===== src/rtl/des_key_schedule_pkg.sv =====
// DES key-schedule constants: PC-1/PC-2 selection tables, per-round shift counts,
// FSM state encoding and 28-bit half rotation helpers. Table entries use FIPS bit numbering (1 = MSB).
package des_key_schedule_pkg;

  typedef enum logic {
    ST_IDLE = 1'b0,
    ST_RUN  = 1'b1
  } state_e;

  localparam int PC1 [56] = '{
    57, 49, 41, 33, 25, 17,  9,
     1, 58, 50, 42, 34, 26, 18,
    10,  2, 59, 51, 43, 35, 27,
    19, 11,  3, 60, 52, 44, 36,
    63, 55, 47, 39, 31, 23, 15,
     7, 62, 54, 46, 38, 30, 22,
    14,  6, 61, 53, 45, 37, 29,
    21, 13,  5, 28, 20, 12,  4
  };

  localparam int PC2 [48] = '{
    14, 17, 11, 24,  1,  5,
     3, 28, 15,  6, 21, 10,
    23, 19, 12,  4, 26,  8,
    16,  7, 27, 20, 13,  2,
    41, 52, 31, 37, 47, 55,
    30, 40, 51, 45, 33, 48,
    44, 49, 39, 56, 34, 53,
    46, 42, 50, 36, 29, 32
  };

  localparam logic [1:0] SHIFT [1:16] = '{
    2'd1, 2'd1, 2'd2, 2'd2, 2'd2, 2'd2, 2'd2, 2'd2,
    2'd1, 2'd2, 2'd2, 2'd2, 2'd2, 2'd2, 2'd2, 2'd1
  };

  // The schedule only ever rotates by 1 or 2; other amounts leave the half untouched.
  function automatic logic [27:0] rol28(input logic [27:0] x, input logic [1:0] n);
    logic [27:0] r;
    case (n)
      2'd1:    r = {x[26:0], x[27]};
      2'd2:    r = {x[25:0], x[27:26]};
      default: r = x;
    endcase
    return r;
  endfunction

  function automatic logic [27:0] ror28(input logic [27:0] x, input logic [1:0] n);
    logic [27:0] r;
    case (n)
      2'd1:    r = {x[0], x[27:1]};
      2'd2:    r = {x[1:0], x[27:2]};
      default: r = x;
    endcase
    return r;
  endfunction

endpackage


===== src/rtl/des_key_schedule_if.sv =====
// Key-load request and subkey valid/ready stream between the key schedule and its consumer.
interface des_key_schedule_if;
  logic [63:0] key_in;
  logic        key_load;
  logic        decrypt;
  logic        busy;
  logic        subkey_valid;
  logic        subkey_ready;
  logic [47:0] subkey_o;
  logic [3:0]  round_o;
  logic        done;

  modport master (
    output key_in, key_load, decrypt, subkey_ready,
    input  busy, subkey_valid, subkey_o, round_o, done
  );

  modport slave (
    input  key_in, key_load, decrypt, subkey_ready,
    output busy, subkey_valid, subkey_o, round_o, done
  );
endinterface


===== src/rtl/des_key_schedule_pc2.sv =====
// Combinational PC-2: selects 48 of the 56 {C,D} bits to form one round subkey.
module des_key_schedule_pc2
  import des_key_schedule_pkg::*;
(
  input  logic [55:0] cd_i,
  output logic [47:0] k_o
);

  // Bits 9,18,22,25,35,38,43,54 of {C,D} never reach the subkey.
  logic [7:0] dropped_unused;

  genvar gi;
  generate
    for (gi = 0; gi < 48; gi++) begin : g_sel
      assign k_o[47-gi] = cd_i[56-PC2[gi]];
    end
  endgenerate

  assign dropped_unused = {cd_i[47], cd_i[38], cd_i[34], cd_i[31],
                           cd_i[21], cd_i[18], cd_i[13], cd_i[2]};

endmodule


===== src/rtl/des_key_schedule.sv =====
// DES key schedule: streams K1..K16 (encrypt) or K16..K1 (decrypt) over a valid/ready
// handshake, one subkey per transfer, with a one-cycle done pulse after the last one.
module des_key_schedule
  import des_key_schedule_pkg::*;
(
  input  logic              clk,
  input  logic              rst,
  des_key_schedule_if.slave bus
);

  state_e      state_q, state_d;
  logic [27:0] c_q, c_d;
  logic [27:0] d_q, d_d;
  logic [3:0]  step_q, step_d;
  logic        dir_q, dir_d;
  logic        done_q, done_d;

  logic [55:0] pc1_key;
  logic [7:0]  parity_unused;
  logic [47:0] subkey;

  genvar gi;
  generate
    for (gi = 0; gi < 56; gi++) begin : g_pc1
      assign pc1_key[55-gi] = bus.key_in[64-PC1[gi]];
    end
    for (gi = 0; gi < 8; gi++) begin : g_parity
      assign parity_unused[gi] = bus.key_in[8*gi];
    end
  endgenerate

  des_key_schedule_pc2 u_pc2 (
    .cd_i ({c_q, d_q}),
    .k_o  (subkey)
  );

  always_comb begin
    state_d = state_q;
    c_d     = c_q;
    d_d     = d_q;
    step_d  = step_q;
    dir_d   = dir_q;
    done_d  = 1'b0;
    case (state_q)
      ST_IDLE: begin
        if (bus.key_load) begin
          // Decrypt starts from C16/D16, which equal the unrotated C0/D0.
          if (bus.decrypt) begin
            c_d = pc1_key[55:28];
            d_d = pc1_key[27:0];
          end else begin
            c_d = rol28(pc1_key[55:28], SHIFT[1]);
            d_d = rol28(pc1_key[27:0], SHIFT[1]);
          end
          dir_d   = bus.decrypt;
          step_d  = 4'd0;
          state_d = ST_RUN;
        end
      end
      ST_RUN: begin
        if (bus.subkey_ready) begin
          if (step_q == 4'd15) begin
            state_d = ST_IDLE;
            step_d  = 4'd0;
            done_d  = 1'b1;
          end else begin
            step_d = step_q + 4'd1;
            if (dir_q) begin
              c_d = ror28(c_q, SHIFT[5'd16 - {1'b0, step_q}]);
              d_d = ror28(d_q, SHIFT[5'd16 - {1'b0, step_q}]);
            end else begin
              c_d = rol28(c_q, SHIFT[{1'b0, step_q} + 5'd2]);
              d_d = rol28(d_q, SHIFT[{1'b0, step_q} + 5'd2]);
            end
          end
        end
      end
      default: state_d = ST_IDLE;
    endcase
  end

  always_ff @(posedge clk) begin
    if (rst) begin
      state_q <= ST_IDLE;
      c_q     <= '0;
      d_q     <= '0;
      step_q  <= '0;
      dir_q   <= 1'b0;
      done_q  <= 1'b0;
    end else begin
      state_q <= state_d;
      c_q     <= c_d;
      d_q     <= d_d;
      step_q  <= step_d;
      dir_q   <= dir_d;
      done_q  <= done_d;
    end
  end

  assign bus.busy         = (state_q == ST_RUN);
  assign bus.subkey_valid = (state_q == ST_RUN);
  assign bus.subkey_o     = subkey;
  assign bus.round_o      = step_q;
  assign bus.done         = done_q;

endmodule

===== src/flat_wrapper.sv =====
// flat-port wrapper written by rule: the top's interface ports become plain ports
module des_key_schedule_flat import des_key_schedule_pkg::*;
  (clk, rst, bus_key_in, bus_key_load, bus_decrypt, bus_subkey_ready, bus_busy, bus_subkey_valid, bus_subkey_o, bus_round_o, bus_done);
  des_key_schedule_if bus_i ();
  input  logic clk;
  input  logic rst;
  input wire logic [$bits(bus_i.key_in)-1:0] bus_key_in;
  input wire logic [$bits(bus_i.key_load)-1:0] bus_key_load;
  input wire logic [$bits(bus_i.decrypt)-1:0] bus_decrypt;
  input wire logic [$bits(bus_i.subkey_ready)-1:0] bus_subkey_ready;
  output wire logic [$bits(bus_i.busy)-1:0] bus_busy;
  output wire logic [$bits(bus_i.subkey_valid)-1:0] bus_subkey_valid;
  output wire logic [$bits(bus_i.subkey_o)-1:0] bus_subkey_o;
  output wire logic [$bits(bus_i.round_o)-1:0] bus_round_o;
  output wire logic [$bits(bus_i.done)-1:0] bus_done;
  assign bus_i.key_in = bus_key_in;
  assign bus_i.key_load = bus_key_load;
  assign bus_i.decrypt = bus_decrypt;
  assign bus_i.subkey_ready = bus_subkey_ready;
  assign bus_busy = bus_i.busy;
  assign bus_subkey_valid = bus_i.subkey_valid;
  assign bus_subkey_o = bus_i.subkey_o;
  assign bus_round_o = bus_i.round_o;
  assign bus_done = bus_i.done;
  des_key_schedule u_core (.clk(clk), .rst(rst), .bus(bus_i));
endmodule

===== config.mk =====
export PLATFORM = sky130hd
export DESIGN_NAME = des_key_schedule_flat
export DESIGN_NICKNAME = d
export VERILOG_FILES = /design/src/rtl/des_key_schedule_pkg.sv /design/src/rtl/des_key_schedule_if.sv /design/src/rtl/des_key_schedule_pc2.sv /design/src/rtl/des_key_schedule.sv /design/src/flat_wrapper.sv
export SDC_FILE = /design/constraint.sdc
export NUM_CORES = 1
export LEC_CHECK = 0
export CORE_ASPECT_RATIO = 2
export CORE_MARGIN = 2
export CORE_UTILIZATION = 50
export CTS_CLUSTER_DIAMETER = 60
export DETAILED_ROUTE_END_ITERATION = 12
export PLACE_DENSITY = 0.79
export SYNTH_ARGS = -nofsm -noshare
export SYNTH_HDL_FRONTEND = slang
export SYNTH_HIERARCHICAL = 1
export SYNTH_SLANG_ARGS = --single-unit

===== constraint.sdc =====
create_clock -name clk -period 3.5 [get_ports clk]
set_input_delay 0.525 -clock clk [delete_from_list [all_inputs] [get_ports clk]]
set_output_delay 0.525 -clock clk [all_outputs]
set_load 0.01 [all_outputs]

* Word level (Yosys, flattened, before mapping)
Memories as Yosys holds them, arrays and structs flattened. Cells that the tools add are included.
Cells by class: add/subtract/negate cells 3, $lt $le $gt $ge 2, reductions and logical operators 4, equal/unequal tests 10, bitwise gates (word level) 4, multiplexer cells 29
Operator list (count):
- $pmux 28 s2 | 6
- $mux 28 | 10
- $ge 6x6->1 const B | 2
- $mux 4 | 3
- $not 5->6 | 2
- $mux 2 | 4
- $ne 4x4->1 const B | 2
- $pmux 4 s2 | 1
- $ne 2x2->1 const B | 3
- $add 4x2->5 const B | 1
- $reduce_and 5->1 | 1
- $sub 5x4->5 const A | 1
- $add 4x1->4 const B | 1
- $eq 2x1->1 const B | 2
- $eq 2x2->1 const B | 2
- $eq 4x4->1 const B | 1
- $mux 1 | 4
- $reduce_and 2->1 | 2
- $reduce_or 3->1 | 1
- $not 1->1 | 2
- $pmux 1 s2 | 1
Storage, ports and cells: bits in read-only memories 128, input bits 69, register bits after elaboration 63, memories kept 2
Memory list:
- (no name shown) | words 32, bits a word 2, rd ports 1, clocked after Yosys merged registers in 0, wr ports 0, line des_key_schedule.sv:72 | c_d = rol28(c_q, SHIFT[{1'b0, step_q} + 5'd2]);
- (no name shown) | words 32, bits a word 2, rd ports 1, clocked after Yosys merged registers in 0, wr ports 0, line des_key_schedule.sv:69 | c_d = ror28(c_q, SHIFT[5'd16 - {1'b0, step_q}]);

* Longest topological paths before layout
Gate-level depths: netlist (run 1).
depth in word-level cells 11, mapped depth 10, mapped depth without buffers 8

* Hierarchy
The synthesis (run 1) kept the hierarchy.
Modules (own cells, without submodules):
- des_key_schedule | instances 1, cells an instance 734, area each 5429.0 µm²
- des_key_schedule_pc2 | instances 1, cells an instance 48, area each 360.3 µm²

* Worst setup path after synthesis (run 1)
Ideal clock, no wire load.
path kind reg-to-reg, start register u_core.step_q[1], in the netlist u_core/bus.round_o[1], end register u_core.c_q[19], stages on the path, launching flop included 10, data arrival time 2210 ps, period minus slack after synthesis 2343 ps, data required time 3367 ps, slack 1157 ps, buffers on the path 1, cells stage by stage dfxtp_1 -> inv_1 -> ha_1 -> or4b_4 -> o22ai_4 -> a211oi_2 -> buf_6 -> a211o_1 -> a21oi_1 -> nor4_1
Between the ends: word-level cells in the longest chain between the ends 11, elaborated cells on any way between the ends 25
RTL lines:
- start, declared | line des_key_schedule.sv:14 | logic [3:0] step_q, step_d;
- start signal, assigned | line des_key_schedule.sv:94 | step_q <= step_d;
- $sub 5x4->5 / $add 4x2->5 (equally long branches) | line des_key_schedule.sv:69, des_key_schedule.sv:72
- $not 5->6, on equally long branches | line des_key_schedule.sv:69, des_key_schedule.sv:72
- $mem_v2 32x2, on equally long branches
- $mux 2, on equally long branches (2 in a row)
- $eq 2x2->1 (tied with other cells)
- $pmux 28 s2, on equally long branches | line des_key_schedule_pkg.sv:50, des_key_schedule_pkg.sv:40
- $mux 28 | line des_key_schedule.sv:68 | if (dir_q) begin
- $mux 28 | line des_key_schedule.sv:62 | if (step_q == 4'd15) begin
- $mux 28 | line des_key_schedule.sv:61 | if (bus.subkey_ready) begin
- $pmux 28 s2 | line des_key_schedule.sv:44 | case (state_q)
- end signal, assigned | line des_key_schedule.sv:85 | c_q <= '0;
- end signal, assigned | line des_key_schedule.sv:92 | c_q <= c_d;
- end, declared | line des_key_schedule.sv:12 | logic [27:0] c_q, c_d;
Parallel ways exist; a longest one is shown, timed or not. The select of a mux whose other input is x is not followed. A chain may end at the register's enable or synchronous reset.

* Final worst setup path (run 1)
start register u_core.step_q[2], in the netlist u_core/bus.round_o[2], end register u_core.d_q[15]
Between the ends: word-level cells in the longest chain between the ends 11, elaborated cells on any way between the ends 25
RTL lines:
- $sub 5x4->5 / $add 4x2->5 (equally long branches) | line des_key_schedule.sv:70, des_key_schedule.sv:73
- $not 5->6, on equally long branches | line des_key_schedule.sv:70, des_key_schedule.sv:73
- $mem_v2 32x2, on equally long branches
- $mux 2, on equally long branches (2 in a row)
- $eq 2x2->1 (tied with other cells) | line des_key_schedule_pkg.sv:50 | case (n)
- $pmux 28 s2, on equally long branches | line des_key_schedule_pkg.sv:50, des_key_schedule_pkg.sv:40
- $mux 28 | line des_key_schedule.sv:68
- $mux 28 | line des_key_schedule.sv:62
- $mux 28 | line des_key_schedule.sv:61
- $pmux 28 s2 | line des_key_schedule.sv:44
- end signal, assigned | line des_key_schedule.sv:86 | d_q <= '0;
- end signal, assigned | line des_key_schedule.sv:93 | d_q <= d_d;
- end, declared | line des_key_schedule.sv:13 | logic [27:0] d_q, d_d;
Parallel ways exist; a longest one is shown, timed or not. The select of a mux whose other input is x is not followed.

==> flow_metrics.tcl, run 1 <==
set metrics [dict create \
    final_cell_area_sq_mm 0.00682 \
    worst_pin_slew_ps 834 \
    slew_headroom_pct 44.1 \
    io_buffers 115 \
    start_util_pct 51.3 \
    ys_types 45 \
    hold_class "reg -> reg" \
    p_per_area_mw_per_mm2 377 \
    drc 0 \
    synth-seq-cells 63 \
    htreeDepth 3 \
    area_growth_pct 17.9 \
    r2r_cells 8 \
    synth-seq-area-share_pct 21.8 \
    yosysWarnings 6 \
    synth_nets 856 \
    synthArstFlopShare_pct 0 \
    whs_path_depth 2 \
    drtAntennaViolNets 0 \
    synth_edf_count 0 \
    cts_buffer_depth 2 \
    wirelength_um 21100 \
    finalMaxSlewViolations 0 \
    grt_max_degree 99 \
    worstSetupStartpointType "flop" \
    dominantRegCellSynth "dfxtp_1" \
    cap_violations 0 \
    postLayoutCoreUtil_pct 60.5 \
    synth_top_area_share_pct 21.8 \
    fmax_ghz 0.331 \
    n_antenna_cell 0 \
    critPathMaxStageDelay_ps 780 \
    grt_pass1_wl_um 32900 \
    firstDrtPassIters 6 \
    antenna_found_initial 0 \
    drt-initial-drc-count 923 \
    hold_ws_ps 577 \
    setup-tns-final_ps 0 \
    core_sq_mm 0.0113 \
    grt.overflow.total 0 \
    wl_per_cell_um 22.3 \
    grtUsageTotal_pct 33.5 \
    p_leak_nw 2.44 \
    fillCellCount 1060 \
    ir_drop_uv 296 \
    gp_congestion 0.881 \
    syn_inst 782 \
    vias_per_cell 7.06 \
    cts_resized 0 \
    grt_setup_unrepaired "no" \
    end_kind "flop" \
    numCtsBuffers 9 \
    postPlaceCellArea_sq_mm 0.00657 \
    cts-root-buf "clkbuf_16" \
    multiInputGateArea_sq_mm 0.00381 \
    tritoncts "built" \
    hpwl_um 13500 \
    cp.arrival_ps 3210 \
    fin_nets 878 \
    hold_violations 0 \
    drive_gt1_share_pct 7.20 \
    grt_pass1_vias 6600 \
    period_needed_ps 3020 \
    period_share_pct 86.4 \
    synth_common_cells "115 x nor3_1, 92 x nor2_1, 63 x dfxtp_1, 60 x a21oi_1, 58 x mux2i_1" \
    hold_buffers 0 \
    synthTopCellsByArea "dfxtp_1 22%, mux2i_1 10%, nor3_1 9.9%" \
    netlist_area_sq_mm 0.00579 \
    status "completed" \
    path_clk_slew_ps 50 \
    post_cts_buffers 0 \
    slowest_stage "o311ai_0" \
    cp_max_fo 16 \
    yosysTopAreaCell "dfxtp_1" \
    die_h_um 156 \
    insertion_delay_ps 340 \
    avgSynthCellArea_sq_um 7.40 \
    fin_worst_skew_ps 6.26 \
    total_power_mw 2.57 \
    num_rows 55 \
    cts.sinks 63 \
    ios 124 \
    dieArea_sq_mm 0.0125 \
    criticalPathCategory "reg -> reg" \
    synth_most_common_cell "nor3_1" \
    setup_violations 0 \
    vias 6696 \
    seqCellArea_sq_mm 0.00126 \
    path_cells "inv_1 -> ha_1 -> nor2b_1 -> mux2i_4 -> buf_4 -> and2_0 -> o311ai_0 -> o22ai_1" \
    worstPathRequired_ps 3680 \
    die_w_um 80.1 \
]
## flip-flops by register name (all words and copies together), names as in the netlist
register and count:
u_core/bus.round_o 4, u_core/d_q 28, u_core/bus.busy 1, u_core/dir_q 1
u_core/c_q 28, u_core/bus.done 1
## metrics by stage
step,cells,setup WS [ps]
after global routing,948,441
after global placement,935,697
after CTS,948,638
final,948,478
after floorplan,782,1160
after detailed placement,935,625
## power breakdown
part | internal, mW | total (mW) | switching [mW]
combinational | 0.378 | 0.830 | 0.452
sequential | 0.786 | 0.935 | 0.150
clock | 0.484 | 0.807 | 0.323
## kinds of logic after synthesis
group	synth area share [%]
and+or+nand+nor	26.1
DFF	21.8
muxes	12.6
buffers and inverters	12.8
adders and majority gates	1.08
AOI/OAI and AO/OA	25.3
xor gates and xnor gates	0.432
## critical path: cells and delay by family (launching register included)
| kind | cells | cell delay (ps) |
|---|---|---|
| AOI/OAI and AO/OA | 2 | 960 |
| muxes | 1 | 120 |
| DFF | 1 | 520 |
| adders and majority gates | 1 | 300 |
| and+or+nand+nor | 2 | 630 |
| buffers and inverters | 2 | 350 |
## routing by layer
| metal | routed length (um) | track usage (%) | up-vias | share of wire, % |
|---|---|---|---|---|
| li1 | - | - | 2941 | - |
| met1 | 7010 | 35.6 | 3106 | 33 |
| met2 | 10700 | 56.7 | 516 | 51 |
| met3 | 1910 | 6.13 | 133 | 9.1 |
| met4 | 1500 | 25.8 | 0 | 7.1 |
| met5 | 0 | 0 | - | 0 |
## placed cells by master (no fill, tap or decap), types with 25 or more instances in the layout
cell and n:
mux2i_1 58, a21oi_1 58, nor2_1 92, nor3_1 115, nor4_1 34, clkdlybuf4s50_1 113
o21ai_0 25, dfxtp_1 61
## final timing paths
path / start / end / slack, ps
hold reg to reg: u_core/d_q[17] / u_core/d_q[17] / 580
hold / removal: u_core/d_q[17] / u_core/d_q[17] / 580
setup / recovery: u_core/bus.round_o[2] / u_core/d_q[15] / 480
setup reg to reg: u_core/bus.round_o[2] / u_core/d_q[15] / 480
## final cells by class
| class | count | share of cell area, % |
|---|---|---|
| multi-input cells | 592 | 55.9 |
| well taps | 142 | 2.60 |
| flip-flops and latches | 63 | 18.5 |
| clock buffers | 11 | 3.56 |
| clock inverters | 2 | 0.147 |
| repair buffers | 135 | 19.1 |
| inverters | 3 | 0.165 |
Power figures use the tool's default switching activity.
==> run 2, diff against run 1 <==
--- a/config.mk
+++ b/config.mk
@@ -11,6 +11,7 @@
 export CTS_CLUSTER_DIAMETER = 60
 export DETAILED_ROUTE_END_ITERATION = 12
 export PLACE_DENSITY = 0.79
+export SKIP_LAST_GASP = 1
 export SYNTH_ARGS = -nofsm -noshare
 export SYNTH_HDL_FRONTEND = slang
 export SYNTH_HIERARCHICAL = 1
==> results of run 2 <==
The final DEF is identical to that of run 1; final timing and power are the same.
